===== config.mk =====
export PLATFORM = sky130hd
export DESIGN_NAME = mem_stage_flat
export DESIGN_NICKNAME = d
export VERILOG_FILES = /design/src/rtl/mem_stage_if.sv /design/src/rtl/mem_stage.sv /design/src/flat_wrapper.sv
export SDC_FILE = /design/constraint.sdc
export NUM_CORES = 1
export LEC_CHECK = 0
export ABC_AREA = 0
export CAP_MARGIN = 20
export CORE_MARGIN = 2
export CORE_UTILIZATION = 30
export CTS_BUF_LIST = sky130_fd_sc_hd__clkbuf_2
export CTS_CLUSTER_DIAMETER = 100
export DETAILED_ROUTE_END_ITERATION = 7
export PLACE_DENSITY = 0.74
export REMOVE_ABC_BUFFERS = 1
export SETUP_SLACK_MARGIN = 0.5
export SLEW_MARGIN = 20
export SYNTH_ARGS = -nofsm -noshare
export SYNTH_HDL_FRONTEND = slang
export SYNTH_SLANG_ARGS = --single-unit
export TNS_END_PERCENT = 1

===== constraint.sdc =====
create_clock -name clk -period 1.3 [get_ports clk]
set_clock_uncertainty 0.15 [all_clocks]
set_input_delay 0.26 -clock clk [delete_from_list [all_inputs] [get_ports clk]]
set_output_delay 0.26 -clock clk [all_outputs]
set_load 0.01 [all_outputs]

===== src/rtl/mem_stage_if.sv =====
// Data-memory request/acknowledge bus between the MEM stage (master) and the memory (slave).
interface mem_stage_if;
  logic        dmem_req;
  logic        dmem_we;
  logic [31:0] dmem_addr;
  logic [31:0] dmem_wdata;
  logic        dmem_ack;
  logic [31:0] dmem_rdata;

  modport master (
    output dmem_req, dmem_we, dmem_addr, dmem_wdata,
    input  dmem_ack, dmem_rdata
  );

  modport slave (
    input  dmem_req, dmem_we, dmem_addr, dmem_wdata,
    output dmem_ack, dmem_rdata
  );
endinterface


===== src/rtl/mem_stage.sv =====
// Pipeline MEM stage: stalls upstream across a variable-latency data-memory access and feeds MEM/WB.
// Optional misaligned-access trapping is enabled by defining MEM_ALIGN_CHECK_EN.
module mem_stage (
  input  logic               clk,
  input  logic               rst_n,
  input  logic               regWriteFlagInput,
  input  logic               MemToRegInput,
  input  logic               memReadFlagInput,
  input  logic               memWriteFlagInput,
  input  logic               BranchsFlagInput,
  input  logic               JumpsFlagInput,
  input  logic               ZeroFlagInput,
  input  logic [31:0]        ResultInput,
  input  logic [31:0]        BInput,
  input  logic [31:0]        BranchAddressInput,
  input  logic [31:0]        JumpAddressInput,
  input  logic [4:0]         regDestAddressInput,
  mem_stage_if.master        dmem,
  output logic               stallOutput,
  output logic               pcSrcOutput,
  output logic [31:0]        pcTargetOutput,
  output logic               regWriteFlagOutput,
  output logic               MemToRegOutput,
  output logic               validOutput,
  output logic [31:0]        ReadDataOutput,
  output logic [31:0]        ResultOutput,
  output logic [4:0]         regDestAddressOutput,
  output logic               alignErrOutput
);

  typedef enum logic {IDLE, ACCESS} state_t;
  state_t state, nextState;

  logic        access;
  logic        misaligned;
  logic        startAccess;

  logic [31:0] capAddr;
  logic [31:0] capWdata;
  logic        capWe;
  logic        capLoad;
  logic        capRegWrite;
  logic        capMemToReg;
  logic [4:0]  capDest;
  logic [31:0] capResult;

  assign access = memReadFlagInput | memWriteFlagInput;

`ifdef MEM_ALIGN_CHECK_EN
  assign misaligned = access & (ResultInput[1:0] != 2'b00);
`else
  assign misaligned = 1'b0;
`endif

  assign startAccess = (state == IDLE) & access & ~misaligned;

  always_ff @(posedge clk or negedge rst_n) begin
    if (!rst_n) state <= IDLE;
    else        state <= nextState;
  end

  always_comb begin
    nextState = state;
    case (state)
      IDLE:    if (startAccess)   nextState = ACCESS;
      ACCESS:  if (dmem.dmem_ack) nextState = IDLE;
      default: nextState = IDLE;
    endcase
  end

  always_comb begin
    dmem.dmem_req = 1'b0;
    dmem.dmem_we  = 1'b0;
    stallOutput   = 1'b0;
    pcSrcOutput   = 1'b0;
    case (state)
      IDLE: begin
        stallOutput = startAccess;
        pcSrcOutput = (BranchsFlagInput & ZeroFlagInput) | JumpsFlagInput;
      end
      ACCESS: begin
        dmem.dmem_req = 1'b1;
        dmem.dmem_we  = capWe;
        stallOutput   = ~dmem.dmem_ack;
      end
      default: ;
    endcase
  end

  assign pcTargetOutput  = JumpsFlagInput ? JumpAddressInput : BranchAddressInput;
  assign dmem.dmem_addr  = capAddr;
  assign dmem.dmem_wdata = capWdata;

  // Captured copies keep the bus stable even if upstream changes while we wait for ack.
  always_ff @(posedge clk or negedge rst_n) begin
    if (!rst_n) begin
      capAddr     <= '0;
      capWdata    <= '0;
      capWe       <= 1'b0;
      capLoad     <= 1'b0;
      capRegWrite <= 1'b0;
      capMemToReg <= 1'b0;
      capDest     <= '0;
      capResult   <= '0;
    end else if (startAccess) begin
      capAddr     <= {ResultInput[31:2], 2'b00};
      capWdata    <= BInput;
      capWe       <= memWriteFlagInput;
      capLoad     <= memReadFlagInput & ~memWriteFlagInput;
      capRegWrite <= regWriteFlagInput;
      capMemToReg <= MemToRegInput;
      capDest     <= regDestAddressInput;
      capResult   <= ResultInput;
    end
  end

  always_ff @(posedge clk or negedge rst_n) begin
    if (!rst_n) begin
      regWriteFlagOutput   <= 1'b0;
      MemToRegOutput       <= 1'b0;
      validOutput          <= 1'b0;
      ReadDataOutput       <= '0;
      ResultOutput         <= '0;
      regDestAddressOutput <= '0;
    end else begin
      regWriteFlagOutput   <= 1'b0;
      MemToRegOutput       <= 1'b0;
      validOutput          <= 1'b0;
      ReadDataOutput       <= '0;
      ResultOutput         <= '0;
      regDestAddressOutput <= '0;
      case (state)
        IDLE: begin
          if (!startAccess) begin
            regWriteFlagOutput   <= regWriteFlagInput & ~misaligned;
            MemToRegOutput       <= MemToRegInput;
            validOutput          <= 1'b1;
            ResultOutput         <= ResultInput;
            regDestAddressOutput <= regDestAddressInput;
          end
        end
        ACCESS: begin
          if (dmem.dmem_ack) begin
            regWriteFlagOutput   <= capRegWrite;
            MemToRegOutput       <= capMemToReg;
            validOutput          <= 1'b1;
            ReadDataOutput       <= capLoad ? dmem.dmem_rdata : '0;
            ResultOutput         <= capResult;
            regDestAddressOutput <= capDest;
          end
        end
        default: ;
      endcase
    end
  end

`ifdef MEM_ALIGN_CHECK_EN
  always_ff @(posedge clk or negedge rst_n) begin
    if (!rst_n) alignErrOutput <= 1'b0;
    else        alignErrOutput <= (state == IDLE) & misaligned;
  end
`else
  assign alignErrOutput = 1'b0;
`endif

endmodule


===== src/flat_wrapper.sv =====
// flat-port wrapper written by rule: the top's interface ports become plain ports
module mem_stage_flat 
  (clk, rst_n, regWriteFlagInput, MemToRegInput, memReadFlagInput, memWriteFlagInput, BranchsFlagInput, JumpsFlagInput, ZeroFlagInput, ResultInput, BInput, BranchAddressInput, JumpAddressInput, regDestAddressInput, stallOutput, pcSrcOutput, pcTargetOutput, regWriteFlagOutput, MemToRegOutput, validOutput, ReadDataOutput, ResultOutput, regDestAddressOutput, alignErrOutput, dmem_dmem_req, dmem_dmem_we, dmem_dmem_addr, dmem_dmem_wdata, dmem_dmem_ack, dmem_dmem_rdata);
  mem_stage_if dmem_i ();
  input  logic clk;
  input  logic rst_n;
  input  logic regWriteFlagInput;
  input  logic MemToRegInput;
  input  logic memReadFlagInput;
  input  logic memWriteFlagInput;
  input  logic BranchsFlagInput;
  input  logic JumpsFlagInput;
  input  logic ZeroFlagInput;
  input  logic [31:0] ResultInput;
  input  logic [31:0] BInput;
  input  logic [31:0] BranchAddressInput;
  input  logic [31:0] JumpAddressInput;
  input  logic [4:0] regDestAddressInput;
  output logic stallOutput;
  output logic pcSrcOutput;
  output logic [31:0] pcTargetOutput;
  output logic regWriteFlagOutput;
  output logic MemToRegOutput;
  output logic validOutput;
  output logic [31:0] ReadDataOutput;
  output logic [31:0] ResultOutput;
  output logic [4:0] regDestAddressOutput;
  output logic alignErrOutput;
  output wire logic [$bits(dmem_i.dmem_req)-1:0] dmem_dmem_req;
  output wire logic [$bits(dmem_i.dmem_we)-1:0] dmem_dmem_we;
  output wire logic [$bits(dmem_i.dmem_addr)-1:0] dmem_dmem_addr;
  output wire logic [$bits(dmem_i.dmem_wdata)-1:0] dmem_dmem_wdata;
  input wire logic [$bits(dmem_i.dmem_ack)-1:0] dmem_dmem_ack;
  input wire logic [$bits(dmem_i.dmem_rdata)-1:0] dmem_dmem_rdata;
  assign dmem_dmem_req = dmem_i.dmem_req;
  assign dmem_dmem_we = dmem_i.dmem_we;
  assign dmem_dmem_addr = dmem_i.dmem_addr;
  assign dmem_dmem_wdata = dmem_i.dmem_wdata;
  assign dmem_i.dmem_ack = dmem_dmem_ack;
  assign dmem_i.dmem_rdata = dmem_dmem_rdata;
  mem_stage u_core (.clk(clk), .rst_n(rst_n), .regWriteFlagInput(regWriteFlagInput), .MemToRegInput(MemToRegInput), .memReadFlagInput(memReadFlagInput), .memWriteFlagInput(memWriteFlagInput), .BranchsFlagInput(BranchsFlagInput), .JumpsFlagInput(JumpsFlagInput), .ZeroFlagInput(ZeroFlagInput), .ResultInput(ResultInput), .BInput(BInput), .BranchAddressInput(BranchAddressInput), .JumpAddressInput(JumpAddressInput), .regDestAddressInput(regDestAddressInput), .dmem(dmem_i), .stallOutput(stallOutput), .pcSrcOutput(pcSrcOutput), .pcTargetOutput(pcTargetOutput), .regWriteFlagOutput(regWriteFlagOutput), .MemToRegOutput(MemToRegOutput), .validOutput(validOutput), .ReadDataOutput(ReadDataOutput), .ResultOutput(ResultOutput), .regDestAddressOutput(regDestAddressOutput), .alignErrOutput(alignErrOutput));
endmodule

# ---- After elaboration in Yosys (flattened, before gate mapping)
# Index checks and enable logic that the tools add are counted.
dict set report word_totals {
  n_memories 0
  mem_bits_rw 0
  mem_bits_ro 0
  output_inout_bits 173
  latch_bits 0
  ff_bits 176
}
dict set report classes {
  n_eq_ne 0
  order_cmp 0
  n_reduce_logical 0
  mux 26
  shift 0
  multipliers 0
  n_div 0
  n_bitwise 8
  addsub 0
}
# op count
set op_table {}
lappend op_table {{$mux 32} 6}
lappend op_table {{$pmux 32 s2} 1}
lappend op_table {{$mux 1} 11}
lappend op_table {{$mux 5} 2}
lappend op_table {{$pmux 1 s2} 5}
lappend op_table {{$pmux 5 s2} 1}
lappend op_table {{$and 1x1->1} 3}
lappend op_table {{$not 1->1} 3}
lappend op_table {{$or 1x1->1} 2}

# ---- Logic depth before layout (Yosys ltp)
dict set report logic_depth {
  depth_word 4
  mapped_depth 4
  mapped_depth_nobuf 2
}

# ---- Least setup slack after synthesis
# OpenSTA, ideal clock, no wires.
dict set report synth_timing {
  kind {flip-flop to output port}
  start {reg u_core.state}
  end {out stallOutput}
  path_buffers 2
  slack_ns -0.244
  arrival_time_ns 1.134
  stages_incl_launch_ff 5
  path_cell_list {dfrtp_1 > and2_1 > buf_2 > buf_2 > a21oi_1}
}
dict set report synth_via {
  elab_chain_len 3
}
# element line
set synth_rtl {}
lappend synth_rtl {{start, declared} mem_stage.sv:32} ;# state_t state, nextState;
lappend synth_rtl {{start signal, assigned} mem_stage.sv:59} ;# else state <= nextState;
lappend synth_rtl {{$not 1->1} {mem_stage.sv:55, mem_stage.sv:76}}
lappend synth_rtl {{$and 1x1->1} mem_stage.sv:55} ;# assign startAccess = (state == IDLE) & access & ~misaligned;
lappend synth_rtl {{$pmux 1 s2 *} mem_stage.sv:76} ;# case (state)
lappend synth_rtl {{end, declared} flat_wrapper.sv:19} ;# output logic stallOutput;
# Every way passes the cells marked *; elsewhere a longest branch is shown, timed or not.

# ---- Worst setup path after layout
# Same ends and word-level chain as after synthesis.

==> summary.txt <==
Initial Util: 0.308
grt total ovfl: 0
CTS tree: done
WHS: -0.765 ns
Syn Inst Count: 398
unrepaired setup endpoints after global routing: yes
HPWL after detailed placement: 15.3 mm
Root Buffer: clkbuf_2
clk sinks: 146
Synth cell types: 21
Worst-Skew Late Latency: 0.68 ns
drt drc: 0
critical path type: reg -> out
Num CTS Buffers: 17
I/O Buffers: 344
period utilization: 1.57
post-synthesis sequential area ratio: 0.583
DRT Wirelength: 21.0 mm
Die Y: 149 um
core area: 20400 um^2
Synth top area share: 0.583
area leader, netlist: dfrtp_1
total power: 13.1 mW
Tightest Pin Transition: 0.517 ns
Vias: 4866
Pre-Repair DR Iteration Count: 6
critical path data arrival time: 1.63 ns
routability cong.: 0.759
Setup WS pre-CTS: -0.971 ns
fmax: 491 MHz
CP startpoint kind: flip-flop
Syn-to-layout area delta: 64.3%
total die area: 22100 um^2
final hold violation count: 115
detailed router's first-iteration violation count: 163
Slew headroom: 0.655
commonest non-fill, non-tap cells in the layout: dfrtp_1 (145), clkdlybuf4s50_1 (132), buf_2 (104)
met1 wire length: 7.56 mm
post-route minimum period: 2.04 ns
Routed met3 length: 1.58 mm
Max IR drop VDD: 0.973 mV
Power Dens Cells: 1270 nW/um^2
register bit total from synthesis: 146
top metal layer carrying routed signals: met4
GRT Resource Usage Total: 0.189
vias in the first global route: 5296
Max Cap Viol: 0
commonest non-fill, non-tap cell in the layout: dfrtp_1
Die W: 149 um
Critical Path RT: 0.89 ns
area post-placement: 10100 um^2
hold crit path type: in -> async
final setup fails: 315
static leakage: 5.27 nW
Core Util, Final: 0.506
clk slew on worst S/H paths: 0.25 ns
met2 wire length: 11.5 mm
cell area after layout: 10300 um^2
setup TNS after final layout: -103.08 ns
per-cell routed wire length: 19.6 um
number of warning messages in the yosys log: 0
crit path max fanout: 4
vias per std cell: 4.55
io pins: 348
Mean Syn Cell Area: 15.8 um^2
failing checks: hold timing, setup timing
Netlist Area Pre-Place: 6270 um^2
fraction of layout cells with a size suffix above 1: 0.486
outcome: finished, violations left
crit end category: output port
fin. max-slew vios: 0
top post-synthesis cells by area: dfrtp_1 (58%), mux2_4 (17%), a32o_1 (6.2%)
largest net degree at the start of global routing: 73
final net count: 959
Final WS setup: -0.738 ns
initial antenna violation count: 2
row cnt: 52
CTS max path bufs: 2
first-pass GRT wire length: 31.3 mm
H-Tree Depth: 4
ANT nets after route: 0
sequential cells by signal, indices dropped and copies added (netlist names):
register                     count
u_core.ResultOutput             32
u_core.capResult                31
u_core.capDest                   5
u_core.regWriteFlagOutput        1
u_core.state                     1
u_core.capLoad                   1
u_core.dmem.dmem_wdata          32
u_core.MemToRegOutput            1
u_core.capRegWrite               1
u_core.dmem.dmem_addr            1
u_core.validOutput               1
u_core.capWe                     1
u_core.capMemToReg               1
u_core.regDestAddressOutput      5
u_core.ReadDataOutput           32
path summary, 6_finish.rpt:
check,start,endpoint,slack [ns],cells after the start
setup / recovery,u_core.state$_DFF_PN0_,stallOutput,-0.74,3
hold / removal,rst_n,u_core.dmem.dmem_wdata[7]$_DFFE_PN0P_,-0.76,1
setup reg to reg,u_core.state$_DFF_PN0_,u_core.capResult[26]$_DFFE_PN0P_,-0.59,7
hold reg to reg,u_core.capMemToReg$_DFFE_PN0P_,u_core.MemToRegOutput$_DFF_PN0_,0.37,1
max in group asynchronous,rst_n,u_core.capRegWrite$_DFFE_PN0P_,0.59,4
min in group clk,dmem_dmem_rdata[30],u_core.ReadDataOutput[30]$_DFF_PN0_,-0.02,2
cells in the mapped netlist (all sizes together):
cell    count
clkinv      1
dfrtp     146
and3       32
mux2      103
buf        54
clkbuf     10
nand2b      1
a22oi       1
a32o       39
o21bai      1
inv         1
conb        1
nor2        2
a21oi       2
a21o        1
and2        2
a22o        1
cell families after synthesis:
| logic type | share of synthesized area |
|---|---|
| AOI/OAI and AO/OA | 0.0706 |
| buffers and inverters | 0.0830 |
| DFF | 0.583 |
| muxes | 0.227 |
| other | 0.000598 |
| and+or+nand+nor | 0.0361 |
timing repair:
item | 4_1_cts | 5_1_grt
hold buffers | 8 | 7
setup buffers | 13 | 1
gates cloned | 1 | 0
resized for setup | 804 | 32
pin swaps | 1 | 1
setup endpoints to repair | 316 | 350
hold endpoints to repair | 271 | 242
critical path: stages, from the launching register on:
cell,delay (ns)
dfrtp_2,0.50
and2_4,0.17
a21oi_4,0.14
buf_6,0.14
metrics by stage:
step | cells | hold WS, ns
3_3_place_gp | 1005 | 0.00685
5_1_grt | 1069 | -0.881
4_1_cts | 1059 | -0.863
2_1_floorplan | 336 | -0.186
6_report | 1069 | -0.765
3_5_place_dp | 1005 | 0.00580
routing by layer:
metal  vias up  GRT usage
li1       2188          -
met1      2411      0.207
met2       248      0.358
met3        19     0.0515
met4         0     0.0519
met5         -          0
final cells by class:
type | instances | area [um^2]
clock inverter | 15 | 198
tap | 270 | 338
timing repair buffer | 429 | 3820
sequential | 146 | 3650
clock buffer | 17 | 85.1
multi-input combinational | 188 | 2190
inverter | 2 | 7.51
fill | 1858 | 10100
antenna | 2 | 5.00
report_power, final:
part	total [mW]	switching [mW]	internal [mW]
Combinational	4.47	1.74	2.72
Sequential	5.66	0.393	5.26
Clock	2.98	1.84	1.14
Note: power is estimated with default switching activity, not from simulation.
